===== config.mk =====
export PLATFORM = sky130hd
export DESIGN_NAME = usb_uart_port_flat
export DESIGN_NICKNAME = d
export VERILOG_FILES = /design/src/rtl/usb_uart_pkg.sv /design/src/rtl/usb_uart_port_if.sv /design/src/rtl/usb_rx_fifo.sv /design/src/rtl/usb_uart_port.sv /design/src/flat_wrapper.sv
export SDC_FILE = /design/constraint.sdc
export NUM_CORES = 1
export LEC_CHECK = 0
export ABC_AREA = 1
export CAP_MARGIN = 20
export CORE_ASPECT_RATIO = 1.5
export CORE_UTILIZATION = 29
export DETAILED_ROUTE_END_ITERATION = 8
export DONT_BUFFER_PORTS = 1
export HOLD_SLACK_MARGIN = 0.15
export PLACE_DENSITY = 0.44
export SLEW_MARGIN = 40
export SYNTH_ARGS = -nofsm -noshare
export SYNTH_HDL_FRONTEND = slang
export SYNTH_SLANG_ARGS = --single-unit
export TNS_END_PERCENT = 30

===== constraint.sdc =====
create_clock -name clock -period 2.25 [get_ports clock]
set_clock_uncertainty 0.1 [all_clocks]
set_input_delay 0.225 -clock clock [delete_from_list [all_inputs] [get_ports clock]]
set_output_delay 0.225 -clock clock [all_outputs]
set_load 0.1 [all_outputs]

===== src/rtl/usb_uart_pkg.sv =====
// usb_uart_pkg: shared definitions for the USB-serial port.
//   ST_*       bit positions inside the CPU status byte
//   serState_t 2-bit state encoding used by both the TX and RX engines
package usb_uart_pkg;

  localparam int ST_RXAVAIL = 0;
  localparam int ST_TXREADY = 1;
  localparam int ST_OVERRUN = 2;
  localparam int ST_FRAMERR = 3;

  typedef enum logic [1:0] {
    IDLE  = 2'd0,
    START = 2'd1,
    DATA  = 2'd2,
    STOP  = 2'd3
  } serState_t;

endpackage


===== src/rtl/usb_uart_port_if.sv =====
// usb_uart_port_if: CPU-side I/O bus of the USB-serial port.
//   usbst_cs   status-port read select (port 0x34)
//   usbrxd_cs  RX-data read select (port 0x35)
//   usbtxd_cs  TX-data write select (port 0x35)
//   cpu_dout   CPU write data, valid while usbtxd_cs is high
//   data_out   byte returned to the CPU read mux
// master = CPU / port decoder side, slave = the port itself.
interface usb_uart_port_if;

  logic       usbst_cs;
  logic       usbrxd_cs;
  logic       usbtxd_cs;
  logic [7:0] cpu_dout;
  logic [7:0] data_out;

  modport master (
    output usbst_cs, usbrxd_cs, usbtxd_cs, cpu_dout,
    input  data_out
  );

  modport slave (
    input  usbst_cs, usbrxd_cs, usbtxd_cs, cpu_dout,
    output data_out
  );

endinterface


===== src/rtl/usb_rx_fifo.sv =====
// usb_rx_fifo: synchronous byte FIFO for received serial data.
//   clock, reset_n  system clock, async active-low reset
//   push, pushData  write request and byte
//   pop             read request (ignored while empty)
//   head            byte at the read pointer (show-ahead)
//   empty, full     occupancy flags
// A push while full is accepted only when a pop happens in the same cycle;
// the freed slot is the one being written, so the count stays unchanged.
module usb_rx_fifo #(
  parameter int DEPTH = 16
) (
  input  logic       clock,
  input  logic       reset_n,
  input  logic       push,
  input  logic [7:0] pushData,
  input  logic       pop,
  output logic [7:0] head,
  output logic       empty,
  output logic       full
);

  localparam int AW = $clog2(DEPTH);
  localparam logic [AW:0] CNT_FULL = (AW+1)'(DEPTH);

  logic [7:0]    mem [DEPTH];
  logic [AW-1:0] wrPtr;
  logic [AW-1:0] rdPtr;
  logic [AW:0]   count;
  logic          doPush;
  logic          doPop;

  assign empty  = (count == '0);
  assign full   = (count == CNT_FULL);
  assign doPop  = pop & ~empty;
  assign doPush = push & (~full | doPop);
  assign head   = mem[rdPtr];

  always_ff @(posedge clock) begin
    if (doPush) mem[wrPtr] <= pushData;
  end

  always_ff @(posedge clock or negedge reset_n) begin
    if (!reset_n) begin
      wrPtr <= '0;
      rdPtr <= '0;
      count <= '0;
    end else begin
      if (doPush) wrPtr <= wrPtr + 1'b1;
      if (doPop)  rdPtr <= rdPtr + 1'b1;
      case ({doPush, doPop})
        2'b10:   count <= count + 1'b1;
        2'b01:   count <= count - 1'b1;
        default: count <= count;
      endcase
    end
  end

endmodule


===== src/rtl/usb_uart_port.sv =====
// usb_uart_port: byte-wide USB-serial port (status 0x34, data 0x35).
//   clock, reset_n  system clock, async active-low reset
//   bus             CPU I/O bus (usb_uart_port_if.slave)
//   usb_rxd         serial input from the bridge, asynchronous, idle high
//   usb_txd         serial output to the bridge, idle high
//
// Both engines share one encoding:
//   state | meaning
//   IDLE  | line idle; TX waits for a full holding register, RX for a falling edge
//   START | start bit; TX drives low, RX verifies low at mid-bit
//   DATA  | 8 data bits, LSB first
//   STOP  | stop bit; TX drives high, RX checks it and pushes or flags
module usb_uart_port
  import usb_uart_pkg::*;
#(
  parameter int CLKS_PER_BIT = 434,
  parameter int RX_DEPTH     = 16
) (
  input  logic            clock,
  input  logic            reset_n,
  usb_uart_port_if.slave  bus,
  input  logic            usb_rxd,
  output logic            usb_txd
);

  localparam int TW = $clog2(CLKS_PER_BIT);
  localparam logic [TW-1:0] BIT_LAST  = TW'(CLKS_PER_BIT - 1);
  localparam logic [TW-1:0] HALF_LAST = TW'(CLKS_PER_BIT / 2 - 1);

  // select edge detection: one access per assertion
  logic stQ, rxQ, txQ;
  logic stFall, rxFall, txRise;

  assign stFall = ~bus.usbst_cs  & stQ;
  assign rxFall = ~bus.usbrxd_cs & rxQ;
  assign txRise =  bus.usbtxd_cs & ~txQ;

  always_ff @(posedge clock or negedge reset_n) begin
    if (!reset_n) begin
      stQ <= 1'b0;
      rxQ <= 1'b0;
      txQ <= 1'b0;
    end else begin
      stQ <= bus.usbst_cs;
      rxQ <= bus.usbrxd_cs;
      txQ <= bus.usbtxd_cs;
    end
  end

  // transmitter
  serState_t     txState;
  logic [TW-1:0] txTimer;
  logic [2:0]    txBit;
  logic [7:0]    txShift;
  logic [7:0]    holdReg;
  logic          holdFull;
  logic          txLoad;

  // holding register drains into the shifter from IDLE or at the end of STOP
  assign txLoad = holdFull &&
                  (txState == IDLE || (txState == STOP && txTimer == '0));

  always_ff @(posedge clock or negedge reset_n) begin
    if (!reset_n) begin
      txState  <= IDLE;
      txTimer  <= '0;
      txBit    <= '0;
      txShift  <= '0;
      holdReg  <= '0;
      holdFull <= 1'b0;
      usb_txd  <= 1'b1;
    end else begin
      if (txLoad) begin
        holdFull <= 1'b0;
      end else if (txRise && !holdFull) begin
        holdReg  <= bus.cpu_dout;
        holdFull <= 1'b1;
      end

      case (txState)
        IDLE: begin
          if (txLoad) begin
            txShift <= holdReg;
            txTimer <= BIT_LAST;
            txState <= START;
          end
        end
        START: begin
          if (txTimer == '0) begin
            txTimer <= BIT_LAST;
            txBit   <= 3'd7;
            txState <= DATA;
          end else begin
            txTimer <= txTimer - 1'b1;
          end
        end
        DATA: begin
          if (txTimer == '0) begin
            txTimer <= BIT_LAST;
            txShift <= txShift >> 1;
            if (txBit == '0) txState <= STOP;
            else             txBit   <= txBit - 1'b1;
          end else begin
            txTimer <= txTimer - 1'b1;
          end
        end
        STOP: begin
          if (txTimer == '0) begin
            if (txLoad) begin
              txShift <= holdReg;
              txTimer <= BIT_LAST;
              txState <= START;
            end else begin
              txState <= IDLE;
            end
          end else begin
            txTimer <= txTimer - 1'b1;
          end
        end
        default: txState <= IDLE;
      endcase

      // line register follows the state one cycle later; every bit keeps its full width
      usb_txd <= (txState == START) ? 1'b0 :
                 (txState == DATA)  ? txShift[0] : 1'b1;
    end
  end

  // receiver
  serState_t     rxState;
  logic [TW-1:0] rxTimer;
  logic [2:0]    rxBit;
  logic [7:0]    rxShift;
  logic          rxS1, rxS2, rxLast;
  logic          rxPush, rxErrSet;
  logic [7:0]    fifoHead;
  logic          fifoEmpty, fifoFull;

  assign rxPush   = (rxState == STOP) && (rxTimer == '0) &&  rxS2;
  assign rxErrSet = (rxState == STOP) && (rxTimer == '0) && !rxS2;

  always_ff @(posedge clock or negedge reset_n) begin
    if (!reset_n) begin
      rxS1    <= 1'b1;
      rxS2    <= 1'b1;
      rxLast  <= 1'b1;
      rxState <= IDLE;
      rxTimer <= '0;
      rxBit   <= '0;
      rxShift <= '0;
    end else begin
      rxS1   <= usb_rxd;
      rxS2   <= rxS1;
      rxLast <= rxS2;

      case (rxState)
        IDLE: begin
          if (rxLast && !rxS2) begin
            rxTimer <= HALF_LAST;
            rxState <= START;
          end
        end
        START: begin
          if (rxTimer == '0) begin
            if (rxS2) begin
              rxState <= IDLE;
            end else begin
              rxTimer <= BIT_LAST;
              rxBit   <= 3'd7;
              rxState <= DATA;
            end
          end else begin
            rxTimer <= rxTimer - 1'b1;
          end
        end
        DATA: begin
          if (rxTimer == '0) begin
            rxShift <= {rxS2, rxShift[7:1]};
            rxTimer <= BIT_LAST;
            if (rxBit == '0) rxState <= STOP;
            else             rxBit   <= rxBit - 1'b1;
          end else begin
            rxTimer <= rxTimer - 1'b1;
          end
        end
        STOP: begin
          if (rxTimer == '0) rxState <= IDLE;
          else               rxTimer <= rxTimer - 1'b1;
        end
        default: rxState <= IDLE;
      endcase
    end
  end

  usb_rx_fifo #(.DEPTH(RX_DEPTH)) rxFifo (
    .clock    (clock),
    .reset_n  (reset_n),
    .push     (rxPush),
    .pushData (rxShift),
    .pop      (rxFall),
    .head     (fifoHead),
    .empty    (fifoEmpty),
    .full     (fifoFull)
  );

  // sticky errors; a new error in the clearing cycle wins
  logic overrun, framErr;
  logic ovSet;

  // full implies non-empty, so a read fall always frees a slot here
  assign ovSet = rxPush && fifoFull && !rxFall;

  always_ff @(posedge clock or negedge reset_n) begin
    if (!reset_n) begin
      overrun <= 1'b0;
      framErr <= 1'b0;
    end else begin
      if (ovSet)       overrun <= 1'b1;
      else if (stFall) overrun <= 1'b0;
      if (rxErrSet)    framErr <= 1'b1;
      else if (stFall) framErr <= 1'b0;
    end
  end

  logic [7:0] statusByte;

  always_comb begin
    statusByte             = '0;
    statusByte[ST_RXAVAIL] = ~fifoEmpty;
    statusByte[ST_TXREADY] = ~holdFull;
    statusByte[ST_OVERRUN] = overrun;
    statusByte[ST_FRAMERR] = framErr;
  end

  always_comb begin
    bus.data_out = 8'h00;
    if (bus.usbst_cs)                     bus.data_out = statusByte;
    else if (bus.usbrxd_cs && !fifoEmpty) bus.data_out = fifoHead;
  end

endmodule


===== src/flat_wrapper.sv =====
// flat-port wrapper written by rule: the top's interface ports become plain ports
module usb_uart_port_flat import usb_uart_pkg::*;
#(
  parameter int CLKS_PER_BIT = 434,
  parameter int RX_DEPTH     = 16
)
  (clock, reset_n, usb_rxd, usb_txd, bus_usbst_cs, bus_usbrxd_cs, bus_usbtxd_cs, bus_cpu_dout, bus_data_out);
  usb_uart_port_if bus_i ();
  input  logic clock;
  input  logic reset_n;
  input  logic usb_rxd;
  output logic usb_txd;
  input wire logic [$bits(bus_i.usbst_cs)-1:0] bus_usbst_cs;
  input wire logic [$bits(bus_i.usbrxd_cs)-1:0] bus_usbrxd_cs;
  input wire logic [$bits(bus_i.usbtxd_cs)-1:0] bus_usbtxd_cs;
  input wire logic [$bits(bus_i.cpu_dout)-1:0] bus_cpu_dout;
  output wire logic [$bits(bus_i.data_out)-1:0] bus_data_out;
  assign bus_i.usbst_cs = bus_usbst_cs;
  assign bus_i.usbrxd_cs = bus_usbrxd_cs;
  assign bus_i.usbtxd_cs = bus_usbtxd_cs;
  assign bus_i.cpu_dout = bus_cpu_dout;
  assign bus_data_out = bus_i.data_out;
  usb_uart_port #(.CLKS_PER_BIT(CLKS_PER_BIT), .RX_DEPTH(RX_DEPTH)) u_core (.clock(clock), .reset_n(reset_n), .bus(bus_i), .usb_rxd(usb_rxd), .usb_txd(usb_txd));
endmodule

==> flow_summary.yaml <==
grt:
  grt_pass1_vias: 6403
  grt.total_usage: 0.1427
  grt_max_degree: 76
  grt_pass1_wl_um: 35520
  antenna_found_initial: 0
  grt-ovfl-total: 0
timing:
  worst_pin_slew_ns: 0.7790
  finalHoldViolations: 0
  setup_tns_ns: -2.942
  period_needed_ns: 2.649
  setup_violations: 8
  maxSlewHeadroom: 0.4807
  fmax_mhz: 377.5
  final.setup.worst_slack_ns: -0.3990
  rsz0062_at_grt: "yes"
  slew_viol_final: 0
  fin_crit_sh: 1.177
power:
  p_leak_nw: 4.790
  p_per_area_nw_per_um2: 1157
  ir_drop_uv: 672.1
  p_total_mw: 13.38
floorplanning:
  core_um2: 30940
  die-area_um2: 32020
  num_rows: 79
  start_util: 0.2933
  die_h_um: 218.7
  io_pins: 23
  fp.dieW_um: 146.4
worst_setup_path:
  critPathMaxFanout: 8
  path_class: "register to output port"
  r2r-start: "u_core.rxTimer[4]"
  r2r_cells: 9
  required_ns: 1.92
  cp.arrival_ns: 2.32
  end_kind: "output port"
  crit_path_start_kind: "register"
  r2r_slack_ns: 0.04
  worstReg2RegEnd: "u_core.rxFifo.mem[10][1]"
run:
  maxCapViolations: 0
clock_tree:
  root_buffer: "clkbuf_16"
  clk_latency_ns: 0.51
  cts_made_buffers: 22
  cts.path.max_buffers: 3
  clock_sinks: 203
  htreeDepth: 1
  tritoncts: "done"
  path_clk_slew_ns: 0.06
synthesis:
  yosys_register_bits: 203
  ys_warn_count: 0
  avgSynthCellArea_um2: 11.01
  yosysUniqueCellTypes: 43
  syn_area_um2: 9075
  ys_seq_area_frac: 0.6309
  syn-num-nets: 860
  synth_cells: 824
detailed_routing:
  via_per_inst: 4.602
  totalWireLength_um: 22330
  drc: 0
  wire_per_inst_um: 16.71
  drt_iter0_markers: 243
  vias: 6148
  final_antenna_net_count: 0
  dr.pass1.iters: 4
layout:
  multi_input_area_um2: 3277
  layout-area-overhead-vs-synth_pct: 27.42
  nFillCells: 3046
  antenna_cells: 0
  layout-drive-gt1-share: 0.2309
  regArea_um2: 5729
  utilization: 0.3738
  fin_nets: 952
placement:
  port_buffers: 0
  place_hpwl_um: 14620
  place_congestion: 0.7864
run_status:
  status: "finished with violations"
  violations: "negative setup slack"
min_path:
  min_path_type: "input port to asynchronous set/reset pin"
## cell families (layout without fill, tap and decap cells)
logic type	after synthesis	after routing	share of synthesized area
adders and majority gates	22	22	0.03033
buffers and inverters	100	207	0.04357
and+or+nand+nor	287	287	0.1376
DFF	203	203	0.6309
xor gates and xnor gates	16	16	0.01544
muxes	26	26	0.02992
AOI/OAI and AO/OA	170	170	0.1122
## placed cells by master (no fill, tap or decap), drive strengths merged, types with 7 or more instances in the layout
master and n:
nor2 133, edfxtp 128, o21ai 117, nand2 111
buf 78, dfrtp 71, inv 69, clkbuf 32
nand3 27, ha 22, mux2i 17, o32ai 14
xor2 13, dlygate4sd3 13, clkinv 12, a21oi 10
mux2 9, o221ai 9, nand4 7, o22ai 7
## worst max-delay path by stage
stage / end / cells after the start / slack, ns / start
final: bus_data_out[6] / 9 / -0.40 / u_core.rxFifo.rdPtr[0]
after global routing: bus_data_out[2] / 12 / -0.52 / u_core.rxFifo.rdPtr[0]
after CTS: bus_data_out[2] / 10 / -0.43 / u_core.rxFifo.rdPtr[0]
after detailed placement: bus_data_out[5] / 9 / -0.09 / u_core.rxFifo.rdPtr[0]
after global placement: bus_data_out[5] / 9 / -0.09 / u_core.rxFifo.rdPtr[0]
after floorplan: bus_data_out[2] / 8 / -0.30 / u_core.rxFifo.rdPtr[0]
## Yosys cell counts (all sizes together)
cell / n / area (um^2)
a21oi: 10 / 50.05
a22oi: 1 / 7.510
a31oi: 1 / 6.260
a32o: 1 / 10.01
a32oi: 2 / 17.52
buf: 11 / 60.05
clkbuf: 15 / 56.30
clkinv: 4 / 16.26
dfrtp: 71 / 1777
dfstp: 4 / 105.1
edfxtp: 128 / 3844
ha: 22 / 275.3
inv: 70 / 262.8
mux2: 9 / 101.4
mux2i: 17 / 170.2
nand2: 111 / 451.7
nand3: 27 / 135.1
nand3b: 1 / 20.02
nand4: 7 / 58.81
nor2: 133 / 534.3
nor3: 6 / 35.03
nor3b: 1 / 7.510
o2111ai: 2 / 17.52
o211ai: 6 / 45.04
o21ai: 117 / 619.4
o221ai: 9 / 78.83
o22ai: 7 / 43.79
o32ai: 14 / 122.6
or2: 1 / 6.260
xnor2: 3 / 26.28
xor2: 13 / 113.9
## timing repair
action                                  in CTS  in global routing
hold buffers                                14                  0
hold endpoints to repair                    93                  0
gates resized for setup                     40                 71
gates cloned                                 0                  3
endpoints found under the setup margin      41                144
setup buffers                                9                  9
pin swaps                                    2                 13
## critical path, cell delays in order, from the launching register on
cell and delay [ns]:
dfrtp_2 0.45, buf_6 0.16, clkbuf_16 0.16, mux2i_1 0.13, o221ai_1 0.18, o21ai_1 0.10, nand2_1 0.13, nand3_2 0.13
a21oi_4 0.18, buf_12 0.19
## stage by stage
stage          std cells  hold slack (ns)  cell area, um^2  setup WS [ns]
6_report            1336           0.1720            11560        -0.3990
2_1_floorplan        824          -0.1706             9094        -0.2986
3_3_place_gp        1262          -0.1650            10090       -0.09022
5_1_grt             1336           0.1700            11560        -0.5153
3_5_place_dp        1262          -0.1652            10090       -0.09490
4_1_cts             1324           0.1580            11170        -0.4329
## state kept, by name, summed over array words and instances, names as in the netlist, 2 cells and up, named ones only
name                 cells
u_core.txState           2
u_core.rxFifo.count      5
u_core.txTimer           9
u_core.rxFifo.rdPtr      4
u_core.txShift           8
u_core.rxTimer           9
u_core.rxFifo.wrPtr      4
u_core.rxFifo.mem      128
u_core.rxBit             3
u_core.txBit             3
u_core.rxShift           8
u_core.holdReg           8
## layer usage
metal / track usage / vias up / share of wire / wire length (um)
met3: 0.01795 / 39 / 0.024 / 530
met2: 0.2648 / 71 / 0.52 / 11690
met4: 0.05069 / 0 / 0.028 / 634
met5: 0 / - / 0 / 0
met1: 0.1675 / 2985 / 0.42 / 9474
li1: - / 3053 / - / -
## layout make-up
type | count | area share
Clock inverter | 10 | 0.01028
Tap cell | 405 | 0.04382
Inverter | 74 | 0.02467
Timing Repair Buffer | 94 | 0.09067
Sequential cell | 203 | 0.4955
Clock buffer | 29 | 0.05172
Multi-Input combinational cell | 521 | 0.2834
## power by group
| part | switching [mW] | internal [mW] | total (mW) |
|---|---|---|---|
| registers | 0.338 | 4.27 | 4.61 |
| clock network | 1.45 | 2.20 | 3.65 |
| logic | 2.94 | 2.17 | 5.11 |
(Power assumes the default switching activity.)
